<file path="config.mk">
export PLATFORM = sky130hd
export DESIGN_NAME = serial_tofed_tx
export DESIGN_NICKNAME = d
export VERILOG_FILES = /design/src/rtl/serial_tofed_tx.sv
export SDC_FILE = /design/constraint.sdc
export NUM_CORES = 1
export LEC_CHECK = 0
export CAP_MARGIN = 25
export CORE_MARGIN = 5
export CORE_UTILIZATION = 50
export CTS_BUF_LIST = sky130_fd_sc_hd__clkbuf_8
export DETAILED_ROUTE_END_ITERATION = 12
export PLACE_DENSITY = 0.72
export SKIP_LAST_GASP = 1
export SYNTH_ARGS = -nofsm -noshare
export SYNTH_HDL_FRONTEND = slang
export SYNTH_SLANG_ARGS = --single-unit
export TNS_END_PERCENT = 30
</file>
<file path="constraint.sdc">
create_clock -name clk -period 2 [get_ports clk]
set_input_delay 0.4 -clock clk [delete_from_list [all_inputs] [get_ports clk]]
set_output_delay 0.4 -clock clk [all_outputs]
set_load 0.1 [all_outputs]
</file>
<file path="src/rtl/serial_tofed_tx.sv">
// Parallel-to-serial feeder: buffers codewords in a small FIFO and shifts them out MSB-first with
// frame alignment strobes. Optional popcount monitor enabled by SERIAL_TOFED_WEIGHT_CHECK_EN.
module serial_tofed_tx #(
   parameter int FRAME_W    = 5,
   parameter int FIFO_DEPTH = 2
) (
   input  logic               clk,
   input  logic               resetH,
   input  logic [FRAME_W-1:0] in_data,
   input  logic               in_valid,
   output logic               in_ready,
   output logic               dout,
   output logic               dout_en,
   output logic               frame_start,
   output logic               busy
`ifdef SERIAL_TOFED_WEIGHT_CHECK_EN
   ,
   output logic               bad_word
`endif
);

   localparam int PTR_W = $clog2(FIFO_DEPTH);
   localparam int CNT_W = PTR_W + 1;
   localparam int BIT_W = $clog2(FRAME_W);

   typedef enum logic {IDLE = 1'b0, SHIFT = 1'b1} state_t;

   state_t               state_q, state_d;
   logic [FRAME_W-1:0]   mem_q [FIFO_DEPTH];
   logic [PTR_W-1:0]     wr_ptr_q, rd_ptr_q;
   logic [CNT_W-1:0]     count_q, count_d;
   logic [FRAME_W-1:0]   shreg_q, shreg_d;
   logic [BIT_W-1:0]     bit_cnt_q, bit_cnt_d;
   logic                 in_ready_q;
   logic                 dout_q, dout_d;
   logic                 dout_en_q, dout_en_d;
   logic                 frame_start_q, frame_start_d;

   logic push, pop, fifo_empty, last_bit;

   assign fifo_empty = (count_q == '0);
   assign last_bit   = (bit_cnt_q == BIT_W'(FRAME_W - 1));
   assign push       = in_valid && in_ready_q;
   // Back-to-back frames: the next word is loaded on the same edge that emits the last bit.
   assign pop        = !fifo_empty && ((state_q == IDLE) || last_bit);
   assign count_d    = count_q + CNT_W'(push) - CNT_W'(pop);

   // State register
   always_ff @(posedge clk or negedge resetH) begin
      if (!resetH) state_q <= IDLE;
      else         state_q <= state_d;
   end

   // Next-state logic
   always_comb begin
      state_d = state_q;
      case (state_q)
         IDLE:    if (!fifo_empty) state_d = SHIFT;
         SHIFT:   if (last_bit && fifo_empty) state_d = IDLE;
         default: state_d = IDLE;
      endcase
   end

   // Output logic (values registered on the next edge)
   always_comb begin
      dout_d        = 1'b0;
      dout_en_d     = 1'b0;
      frame_start_d = 1'b0;
      if (state_q == SHIFT) begin
         dout_d        = shreg_q[FRAME_W-1];
         dout_en_d     = 1'b1;
         frame_start_d = (bit_cnt_q == '0);
      end
   end

   always_comb begin
      shreg_d   = shreg_q;
      bit_cnt_d = bit_cnt_q;
      if (pop) begin
         shreg_d   = mem_q[rd_ptr_q];
         bit_cnt_d = '0;
      end else if (state_q == SHIFT && !last_bit) begin
         shreg_d   = {shreg_q[FRAME_W-2:0], 1'b0};
         bit_cnt_d = bit_cnt_q + BIT_W'(1);
      end
   end

   // Storage has no reset; emptiness is tracked by the pointers and count alone.
   always_ff @(posedge clk) begin
      if (push) mem_q[wr_ptr_q] <= in_data;
   end

   always_ff @(posedge clk or negedge resetH) begin
      if (!resetH) begin
         wr_ptr_q      <= '0;
         rd_ptr_q      <= '0;
         count_q       <= '0;
         shreg_q       <= '0;
         bit_cnt_q     <= '0;
         in_ready_q    <= 1'b0;
         dout_q        <= 1'b0;
         dout_en_q     <= 1'b0;
         frame_start_q <= 1'b0;
      end else begin
         if (push) wr_ptr_q <= wr_ptr_q + PTR_W'(1);
         if (pop)  rd_ptr_q <= rd_ptr_q + PTR_W'(1);
         count_q       <= count_d;
         shreg_q       <= shreg_d;
         bit_cnt_q     <= bit_cnt_d;
         in_ready_q    <= (count_d != CNT_W'(FIFO_DEPTH));
         dout_q        <= dout_d;
         dout_en_q     <= dout_en_d;
         frame_start_q <= frame_start_d;
      end
   end

   assign in_ready    = in_ready_q;
   assign dout        = dout_q;
   assign dout_en     = dout_en_q;
   assign frame_start = frame_start_q;
   assign busy        = !fifo_empty || (state_q == SHIFT);

`ifdef SERIAL_TOFED_WEIGHT_CHECK_EN
   logic bad_word_q;

   always_ff @(posedge clk or negedge resetH) begin
      if (!resetH) bad_word_q <= 1'b0;
      else         bad_word_q <= push && ($countones(in_data) != 3);
   end

   assign bad_word = bad_word_q;
`endif

endmodule
</file>
# Yosys cells after proc, flatten, opt, wreduce, memory -nomap -nowiden
# Memory sizes are Yosys's and may differ from the RTL's.
# Index checks and enable logic that the tools add are counted.
[totals]
mem_count = 1
ram_bits = 10
wordCells = 42
in_bits = 8
output_inout_bits = 5
ff_bits = 17
[op_classes]
add_sub_neg = 5
reduce_logical = 11
mux = 12
n_eq_ne = 2
bitwise = 1
[memory_table]
columns = ["name", "words", "width", "rd", "rd_clocked_by_memory_dff", "wr", "line", "source"]
rows = [
  ["mem_q", 2, 5, 1, 0, 1, "29", "logic [FRAME_W-1:0] mem_q [FIFO_DEPTH];"],
]
[op_table]
columns = ["operator", "n"]
rows = [
  ["2-to-1 mux 5 bit", 2],
  ["2-to-1 mux 1 bit", 7],
  ["2-to-1 mux 3 bit", 2],
  ["logical AND 1 bit", 4],
  ["adder 3 x 1 -> 3 bit (second input constant)", 1],
  ["equality test 3 bit (second input constant)", 1],
  ["zero test 3 bit", 1],
  ["adder 1 bit (second input constant)", 2],
  ["adder 2 x 1 -> 2 bit", 1],
  ["zero test 1 bit", 2],
  ["zero test 2 bit", 1],
  ["logical OR 1 bit", 2],
  ["inequality test 2 bit (second input constant)", 1],
  ["one-hot mux 1 bit (2 select lines)", 1],
  ["nonzero test 2 bit", 1],
  ["subtractor 2 x 1 -> 2 bit", 1],
  ["inverter 1 bit", 1],
]

# Logic depth before layout (Yosys ltp)
# Gate-level depths: netlist of the first run.
[logic_depth]
ltp_word = 5
depth_mapped = 8

# Least setup slack after synthesis of the first run
# Ideal clock, no wire load.
[synth_timing]
path_kind = "register to register"
start = "register in_ready_q, in the netlist in_ready"
end = "register in_ready_q, in the netlist in_ready"
slack_ps = 36
stages_incl_launch_ff = 6
setup_ps = 129
path_buffers = 0
period_less_slack_ps = 1964
t_arrival_ps = 1835
cell_sequence = "dfrtp_1 > nand2_1 > xnor2_1 > ha_1 > nor2b_1 > mux2i_1"
[synth_via]
elab_chain_cells = 4
[synth_rtl]
columns = ["item", "line", "source"]
rows = [
  ["start: declaration", "34", "logic in_ready_q;"],
  ["start signal: assignment", "110", "in_ready_q <= (count_d != CNT_W'(FIFO_DEPTH));"],
  ["logical AND 1 bit", "43", "assign push = in_valid && in_ready_q;"],
  ["adder 2 x 1 -> 2 bit", "46", "assign count_d = count_q + CNT_W'(push) - CNT_W'(pop);"],
  ["subtractor 2 x 1 -> 2 bit", "46", ""],
  ["via count_d[0]", "31", "logic [CNT_W-1:0] count_q, count_d;"],
  ["inequality test 2 bit", "110", ""],
]
# The timed path passes the listed nets, and every way through them passes these cells.
# A chain may end at the register's enable or synchronous reset.

# Worst setup path after layout of the first run
[layout_timing]
start = "register bit_cnt_q[0]"
end = "register in_ready_q, in the netlist in_ready"
[layout_via]
elab_chain_cells = 5
[layout_rtl]
columns = ["item", "line", "source"]
rows = [
  ["start: declaration", "33", "logic [BIT_W-1:0] bit_cnt_q, bit_cnt_d;"],
  ["start signal: assignment", "109", "bit_cnt_q <= bit_cnt_d;"],
  ["equality test 3 bit", "42", "assign last_bit = (bit_cnt_q == BIT_W'(FRAME_W - 1));"],
  ["logical OR 1 bit", "45", "assign pop = !fifo_empty && ((state_q == IDLE) || last_bit);"],
  ["logical AND 1 bit", "45", ""],
  ["subtractor 2 x 1 -> 2 bit", "46", ""],
  ["via count_d[0]", "31", ""],
  ["inequality test 2 bit", "110", ""],
]
# The timed path passes the listed nets, and every way through them passes these cells.

==> summary.md, run 1 <==
| Metric | Value |
|---|---|
| IO Count | `13` |
| RSZ-0062 raised after global routing | `false` |
| Grt met1 use | `a little over an eighth` |
| Die height | `57.3 um` |
| Initial Utilization | `just over 50%` |
| Status | `finished clean` |
| Die area | `0.00328 mm2` |
| Required time of the critical path | `2.15 ns` |
| Worst Clk Skew | `about 0.00067 ns` |
| Mapped Nets | `101` |
| Placement Setup Slack | `0.152 ns` |
| Avg WL per Cell | `11.9 um` |
| Cells after Synth | `90` |
| Worst Max-Slew Pin Slew | `0.452 ns` |
| Crit-path max FO | `4` |
| Met3 Resource Use GR | `2.94%` |
| Seq/Total Area, Yosys | `between 60% and 70%` |
| Setup Buffers After CTS | `0` |
| Clock Latency Late Sink | `0.26 ns` |
| GRT Util Overall | `between 10 and 15%` |
| R2R Path End | `in_ready` |
| Placement row count | `17` |
| Setup TNS | `0 ns` |
| GR peak layer | `met2` |
| Fmax | `0.571 GHz` |
| Min cycle time layout | `1.75 ns` |
| Layout cell share with drive strength beyond 1 | `13.2%` |
| Number of global-route vias before repair | `619` |
| Post-detail-place hpwl | `1.17 mm` |
| Number of synthesized register bits | `27` |
| Kind of critical path | `reg2reg` |
| Critical path arrival | `1.90 ns` |
| Final RePlAce weighted congestion | `0.715` |
| Post-synth top area cell | `dfrtp_1` |
| Final hold violations | `0` |
| Kind of end point of the critical path | `flip-flop` |
| Fillers | `approximately 180` |
| Remaining DRCs | `0` |
| Register area | `~730 um2` |
| Clock Pin Slew Worst Setup and Hold Paths | `around 0.080 ns` |
| I/O Buffers | `12` |
| First-pass GRT wire length | `2.72 mm` |
| Final Max Slew Viols | `0` |
| Final ANT Viol Nets | `0` |
| DR vias | `672` |
| First-pass detailed-route iteration total | `4` |
| Synth top area cells | `dfrtp_1, edfxtp_1, mux2i_1` |
| ANT cells | `0` |
| Average size of a mapped cell | `roughly 12 um2` |
| PwrDens | `1570 mW/mm2` |
| Die W | `57.3 um` |
| Clock tree root buffer cell | `clkbuf_8` |
| Final worst-path cycle share | `87.5%` |
| Hold bufs inserted after CTS | `0` |
| Most frequent cells in the layout | `dfrtp_1, nor2_1, nand2_1, edfxtp_1` |
| Max_cap viols | `0` |
| Pin count of the biggest net entering global routing | `18` |
| Area of the multi-input gates | `367 um2` |
| CTS resizes | `0` |
| # nets final | `118` |
| Final Hold Slack | `~0.44 ns` |
| Peak VDD IR | `0.000981 V` |
| Pleak | `0.584 nW` |
| Post-synth top area share | `38.0%` |
| Vias per std cell | `5.01` |
| H-tree depth | `1` |
| TritonCTS clock tree | `done` |
| Detailed Route WL | `approximately 1.6 mm` |
| # clock sinks | `27` |
| Grt ovf | `0` |
| Core ar. | `roughly 0.0022 mm2` |
| Met2 GRT Util | `17.5%` |
| Synth Warn # | `0` |
| Worst reg2reg path depth | `8` |
| TritonCTS buffer count | `3` |
| Commonest non-fill, non-tap cell in the layout | `dfrtp_1` |
| R2r startpoint | `bit_cnt_q[0]` |
| Number of setup violations in the final report | `0` |
| Headroom to the max-slew limit | `69.7%` |
| CP Launch Type | `flip-flop` |
| Worst setup margin | `approximately 0.25 ns` |
| Reg-to-reg slack, setup | `0.25 ns` |
| Mapped Area | `~0.0011 mm2` |
| CTS Buffer Depth | `2` |
| Initial antenna violation count | `0` |
| Worst hold path type | `in2async` |
| Area grow syn2layout | `18.6%` |
| Iter 0 DRT Violations | `7` |
| Library cells used by synthesis | `20` |
[final cells by class]
cell class / instances / share of cell area, %
Sequential cell: 27 / 54.7
Inverter: 3 / 0.849
Tap cell: 28 / 2.64
Clock buffer: 3 / 3.11
Clock inverter: 1 / 0.283
Multi-Input combinational cell: 57 / 27.6
Timing Repair Buffer: 15 / 10.8
[state kept, by name, summed over array words and instances, names as in the netlist]
signal       flops
bit_cnt_q        3
count_q          2
dout             1
dout_en          1
frame_start      1
in_ready         1
mem_q           10
rd_ptr_q         1
shreg_q          5
state_q          1
wr_ptr_q         1
[worst max-delay path by stage]
stage                       from     endpoint  slack [ns]  depth (start not counted)
floorplan               in_ready     in_ready        0.04                          5
global placement        in_valid  mem_q[0][4]        0.20                          3
detailed placement      in_valid     in_ready        0.15                          6
CTS                 bit_cnt_q[0]     in_ready        0.24                          8
global route        bit_cnt_q[0]     in_ready        0.15                          8
finish              bit_cnt_q[0]     in_ready        0.25                          8
[kinds of logic after synthesis]
kind of cell	Yosys count	synth area share (%)
mux	8	7.49
simple gates	27	10.2
xor+xnor	4	3.13
flops	27	64.9
buf+inv	6	2.35
fa+ha+maj	3	3.36
compound gates	15	8.61
[where the power goes]
group / total [mW] / switching, mW / internal (mW)
Clock: 0.290 / 0.152 / 0.137
Sequential: 0.906 / 0.136 / 0.770
Combinational: 0.890 / 0.544 / 0.347
[worst max-delay path, cell delays in order, from the launching register on]
cell,delay (ns)
dfrtp_1,0.39
inv_1,0.10
ha_1,0.26
a21boi_4,0.08
nor2_1,0.20
xnor2_1,0.15
ha_1,0.27
nor2b_1,0.11
mux2i_1,0.07
[cells in the mapped netlist]
master,instances
a21boi_4,1
a21oi_1,5
a21oi_2,1
and2_1,1
and3_1,1
buf_2,3
dfrtp_1,17
edfxtp_1,10
ha_1,3
inv_1,3
mux2i_1,7
mux2i_2,1
nand2_1,10
nand2b_1,1
nor2_1,12
nor2b_1,2
o21ai_0,7
o32ai_1,1
xnor2_1,3
xor2_1,1
[metal layers]
| layer | up-vias | routed length [um] |
|---|---|---|
| met5 | - | 0 |
| met4 | 0 | 42 |
| met3 | 5 | 94 |
| met2 | 16 | 715 |
| met1 | 312 | 736 |
| li1 | 339 | - |
[metrics by stage]
step	area (um2)	util, %	power [mW]	std cells
after floorplan	1120	-	1.61	90
after global placement	1280	59.1	1.79	130
after detailed placement	1280	59.1	1.82	130
after CTS	1330	61.1	2.11	134
after global routing	1330	61.1	2.24	134
final	1330	61.1	2.09	134
Note: power is estimated with default switching activity, not from simulation.
==> inputs of run 2 (changes only) <==
Settings changed: HOLD_SLACK_MARGIN set to 0.08, PLACE_DENSITY 0.72 to 0.75, REMOVE_ABC_BUFFERS set to 1.
Clock period 2 ns to 1.5 ns, I/O delays scaled along.
==> summary.md, run 2 (synthesis gave the netlist of run 1 again) <==
| Metric | Value |
|---|---|
| Status | `finished, violations left` |
| Failing checks | `setup timing` |
| Kind of critical path | `reg2out` |
| Clock Pin Slew Worst Setup and Hold Paths | `roughly 0.09 ns` |
| IO Count | `13` |
| First-pass GRT wire length | `~3.5 mm` |
| Placed insts | `140` |
| Grt ovf | `0` |
| R2R Path End | `in_ready` |
| Slowest-stage cell, CP | `dfrtp_1` |
| Die area | `0.00328 mm2` |
| Initial Utilization | `between 50% and 60%` |
| Most frequent cells in the layout | `buf_4, dfrtp_1, nand2_1, nor2_1, edfxtp_1` |
| Layout cell share with drive strength beyond 1 | `28.7%` |
| ANT cells | `0` |
| Clock tree root buffer cell | `clkbuf_8` |
| Worst Max-Slew Pin Slew | `~0.34 ns` |
| Die W | `57.3 um` |
| Worst reg2reg path depth | `7` |
| Worst Clk Skew | `0.00297 ns` |
| Area after DPL | `approximately 0.0014 mm2` |
| Critical path arrival | `1.27 ns` |
| Total power draw | `3.31 mW` |
| Initial antenna violation count | `0` |
| Final ANT Viol Nets | `0` |
| Reg-to-reg slack, setup | `-0.05 ns` |
| Crit-path max FO | `4` |
| H-tree depth | `1` |
| Critical path, cell by cell | `nor2_2 -> buf_4 -> nand2_1 -> buf_12` |
| # clock sinks | `27` |
| Detailed Route WL | `between 2 and 2.5 mm` |
| Pleak | `about 0.68 nW` |
| PwrDens | `~2200 mW/mm2` |
| Die height | `57.3 um` |
| Headroom to the max-slew limit | `slightly below 80%` |
| Number of setup violations in the final report | `2` |
| Number of global-route vias before repair | `just under 800` |
| Kind of end point of the critical path | `primary output` |
| First-pass detailed-route iteration total | `4` |
| CP Launch Type | `flip-flop` |
| Core ar. | `between 0.002 and 0.0025 mm2` |
| Required time of the critical path | `1.20 ns` |
| # nets final | `134` |
| Min cycle time layout | `1.57 ns` |
| Remaining DRCs | `0` |
| DR vias | `752` |
| Peak VDD IR | `0.00136 V` |
| Design area | `0.00152 mm2` |
| TritonCTS clock tree | `done` |
| Worst hold path type | `in2async` |
| Avg WL per Cell | `13.6 um` |
| TritonCTS buffer count | `3` |
| Max_cap viols | `0` |
| CTS Buffer Depth | `2` |
| Worst setup margin | `-0.0723 ns` |
| Fmax | `0.636 GHz` |
| RSZ-0062 raised after global routing | `true` |
| Largest register FFs | `10` |
| Biggest regs | `mem_q: 10 flops, shreg_q: 5 flops, bit_cnt_q: 3 flops` |
| Post-detail-place hpwl | `1.38 mm` |
| Commonest non-fill, non-tap cell in the layout | `buf_4` |
| Pin count of the biggest net entering global routing | `18` |
| Area grow syn2layout | `35.9%` |
| R2r startpoint | `bit_cnt_q[1]` |
| I/O Buffers | `12` |
| GRT Util Overall | `14.3%` |
| Final std cells w/o fill | `150` |
| Top reg by flops | `mem_q` |
| Clock Latency Late Sink | `about 0.28 ns` |
| Final Max Slew Viols | `0` |
| CP max stage delay | `around 0.43 ns` |
| Iter 0 DRT Violations | `12` |
| Final RePlAce weighted congestion | `a little over 0.7` |
| Vias per std cell | `5.01` |
| Final hold violations | `0` |
| Placement row count | `17` |
| Final worst-path cycle share | `105%` |
run 2: repair_timing:
item / in CTS / in global routing
pin swaps: 4 / 1
endpoints found under the setup margin: 5 / 4
hold buffers: 0 / 0
buffers inserted: 6 / 0
resized for setup: 5 / 1
run 2: worst max-delay path, delay by kind of cell (launching register included):
kind,cells,cell delay [ns]
buffers and inverters,2,0.31
flip-flops,1,0.43
AND/OR/NAND/NOR,2,0.25
run 2: metrics by stage:
stage / utilization, % / worst slack [ns] / hold WS [ns] / TNS [ns]
4_1_cts: 69.8 / -0.0504 / 0.345 / -0.0751
6_report: 70.1 / -0.0723 / 0.338 / -0.125
3_5_place_dp: 64.8 / -0.166 / 0.476 / -0.808
2_1_floorplan: - / -0.464 / 0.00441 / -3.80
5_1_grt: 70.1 / -0.170 / 0.353 / -0.449
3_3_place_gp: 64.8 / -0.0859 / 0.459 / -0.414
run 2: worst max path at each step:
stage                 start       end  slack [ns]  cells after the start
2_1_floorplan      in_ready  in_ready       -0.46                      5
3_3_place_gp       in_valid  in_ready       -0.09                      6
3_5_place_dp   bit_cnt_q[0]  in_ready       -0.17                      8
4_1_cts        bit_cnt_q[0]  in_ready       -0.05                      8
5_1_grt        bit_cnt_q[1]  in_ready       -0.17                      8
6_report         count_q[1]      busy       -0.07                      4
run 2: report_power, final:
group	internal, mW	switching [mW]	total (mW)
Combinational	0.814	0.855	1.67
Sequential	1.03	0.199	1.23
Clock	0.187	0.227	0.414
run 2: final cells by class:
cell class | instances | area [um2]
Inverter | 3 | 11.3
Clock buffer | 3 | 41.3
Multi-Input combinational cell | 57 | 389
Clock inverter | 1 | 5.00
Sequential cell | 27 | 726
Tap cell | 28 | 35.0
Timing Repair Buffer | 31 | 313
Fill cell | 171 | 649
run 2: per-layer routing:
metal | part of all wire, % | track usage, % | wire length, um
met4 | 1.8 | 6.95 | 36
met1 | 41 | 15.7 | 849
met5 | 0 | 0 | 0
met2 | 53 | 26.1 | 1090
met3 | 3.5 | 2.94 | 71
==> inputs of run 3 (changes only) <==
Settings changed: PLACE_DENSITY 0.75 to 0.86.
==> summary.md, run 3 (synthesis gave the netlist of run 1 again) <==
| Metric | Value |
|---|---|
| Most frequent cells in the layout | `buf_4, dfrtp_1, nand2_1, nor2_1, edfxtp_1` |
| Clock Latency Late Sink | `0.27 ns` |
| Uppermost layer routed | `met4` |
| Initial Utilization | `51.6%` |
| First-pass detailed-route iteration total | `4` |
| Peak VDD IR | `approximately 0.0015 V` |
| Min cycle time layout | `1.57 ns` |
| Iter 0 DRT Violations | `19` |
| Metal1 wirelength | `856 um` |
| Kind of end point of the critical path | `flip-flop` |
| Placement row count | `17` |
| TritonCTS buffer count | `3` |
| Final hold violations | `0` |
| Worst setup margin | `-0.0689 ns` |
| RSZ-0062 raised after global routing | `true` |
| Post-detail-place hpwl | `1.43 mm` |
| # clock sinks | `27` |
| ANT cells | `0` |
| Clock Pin Slew Worst Setup and Hold Paths | `roughly 0.090 ns` |
| Die height | `around 57 um` |
| Crit-path max FO | `3` |
| Remaining DRCs | `0` |
| Core ar. | `0.00217 mm2` |
| Area grow syn2layout | `36.9%` |
| Vias per std cell | `between 4 and 5` |
| DR WL met3 | `about 35 um` |
| Largest register FFs | `10` |
| Fillers | `154` |
| Reg-to-reg slack, setup | `-0.07 ns` |
| Biggest regs | `mem_q: 10 flops, shreg_q: 5 flops, bit_cnt_q: 3 flops` |
| Worst hold path type | `in2async` |
| Headroom to the max-slew limit | `78.4%` |
| Grt ovf | `0` |
| Final RePlAce weighted congestion | `0.818` |
| Area after DPL | `between 0.001 and 0.0015 mm2` |
| Final worst-path cycle share | `105%` |
| Kind of critical path | `reg2reg` |
| Die W | `around 57 um` |
| Die area | `roughly 0.0033 mm2` |
| Pin count of the biggest net entering global routing | `18` |
| Pleak | `0.686 nW` |
| Avg WL per Cell | `approximately 14 um` |
| Worst Clk Skew | `around 0.0015 ns` |
| Commonest non-fill, non-tap cell in the layout | `buf_4` |
| I/O Buffers | `12` |
| Worst Max-Slew Pin Slew | `0.324 ns` |
| Max_cap viols | `0` |
| First-pass GRT wire length | `3.63 mm` |
| Initial antenna violation count | `0` |
| IO Count | `13` |
| Routed met2 length | `1.11 mm` |
| Design area | `between 0.0015 and 0.002 mm2` |
| Final ANT Viol Nets | `0` |
| CTS Buffer Depth | `2` |
| Detailed Route WL | `2.06 mm` |
| Final Max Slew Viols | `0` |
| Critical path arrival | `roughly 1.7 ns` |
| Layout cell share with drive strength beyond 1 | `30.3%` |
| GRT Util Overall | `14.5%` |
| Failing checks | `setup timing` |
| DR vias | `approximately 750` |
| Clock tree root buffer cell | `clkbuf_8` |
| Number of setup violations in the final report | `3` |
| Top reg by flops | `mem_q` |
| TritonCTS clock tree | `done` |
| Required time of the critical path | `1.66 ns` |
| PwrDens | `about 2200 mW/mm2` |
| Placement Setup Slack | `-0.208 ns` |
| # nets final | `about 130` |
| Number of global-route vias before repair | `between 800 and 900` |
| CP Launch Type | `flip-flop` |
| Status | `finished, violations left` |
| Fmax | `0.637 GHz` |
| H-tree depth | `1` |
==> run 3: cell counts in the layout (fill, tap and decap cells not counted) <==
Identical to the previous run, type by type.
==> run 3: metrics by stage <==
step / total power [mW] / setup TNS, ns / cells / utilization, % / hold WS, ns
after detailed placement: 2.72 / -0.737 / 141 / 65.2 / 0.486
after CTS: 3.30 / -0.0956 / 150 / 70.0 / 0.339
final: 3.34 / -0.102 / 150 / 70.6 / 0.338
after global routing: 3.54 / -0.295 / 150 / 70.6 / 0.358
after floorplan: 2.11 / -3.80 / 87 / - / 0.00441
after global placement: 2.63 / -0.316 / 141 / 65.2 / 0.458
==> run 3: path summary, 6_finish.rpt <==
check,start,end,depth (start not counted)
min,resetH,state_q,2
max in group asynchronous,resetH,bit_cnt_q[2],2
min in group clk,wr_ptr_q,wr_ptr_q,1
min reg2reg,wr_ptr_q,wr_ptr_q,1
max reg2reg,bit_cnt_q[1],in_ready,8
max,bit_cnt_q[1],in_ready,8
==> run 3: routing by layer <==
metal	vias to the layer above	GRT usage [%]
li1	365	-
met1	362	16.5
met2	14	25.1
met3	5	2.49
met4	0	9.27
met5	-	0
==> run 3: layout make-up <==
type	count	area (um2)	share of cell area [%]
clock buffers	3	41.3	2.70
clock inverters	1	5.00	0.327
inverters	3	11.3	0.735
multi-input cells	57	397	25.9
flip-flops and latches	27	726	47.4
well taps	28	35.0	2.29
repair buffers	31	317	20.7
==> run 3: what timing repair did <==
item / CTS / global route
pin swaps: 5 / 1
gates resized for setup: 7 / 2
setup endpoints to repair: 4 / 3
hold buffers: 0 / 0
buffers inserted: 5 / 0
hold endpoints to repair: 0 / 0
==> run 3: power by group <==
part / leakage (nW) / switching, mW / total, mW / internal [mW]
combinational: 0.362 / 0.892 / 1.71 / 0.817
sequential: 0.298 / 0.191 / 1.22 / 1.03
clock: 0.0255 / 0.223 / 0.409 / 0.186
==> run 3: worst max-delay path: stages, from the launching register on <==
cell      delay (ns)
dfrtp_1         0.37
inv_2           0.06
ha_4            0.16
a21boi_4        0.16
nor2_4          0.06
xnor2_2         0.13
ha_1            0.31
nor2b_1         0.12
mux2i_1         0.08
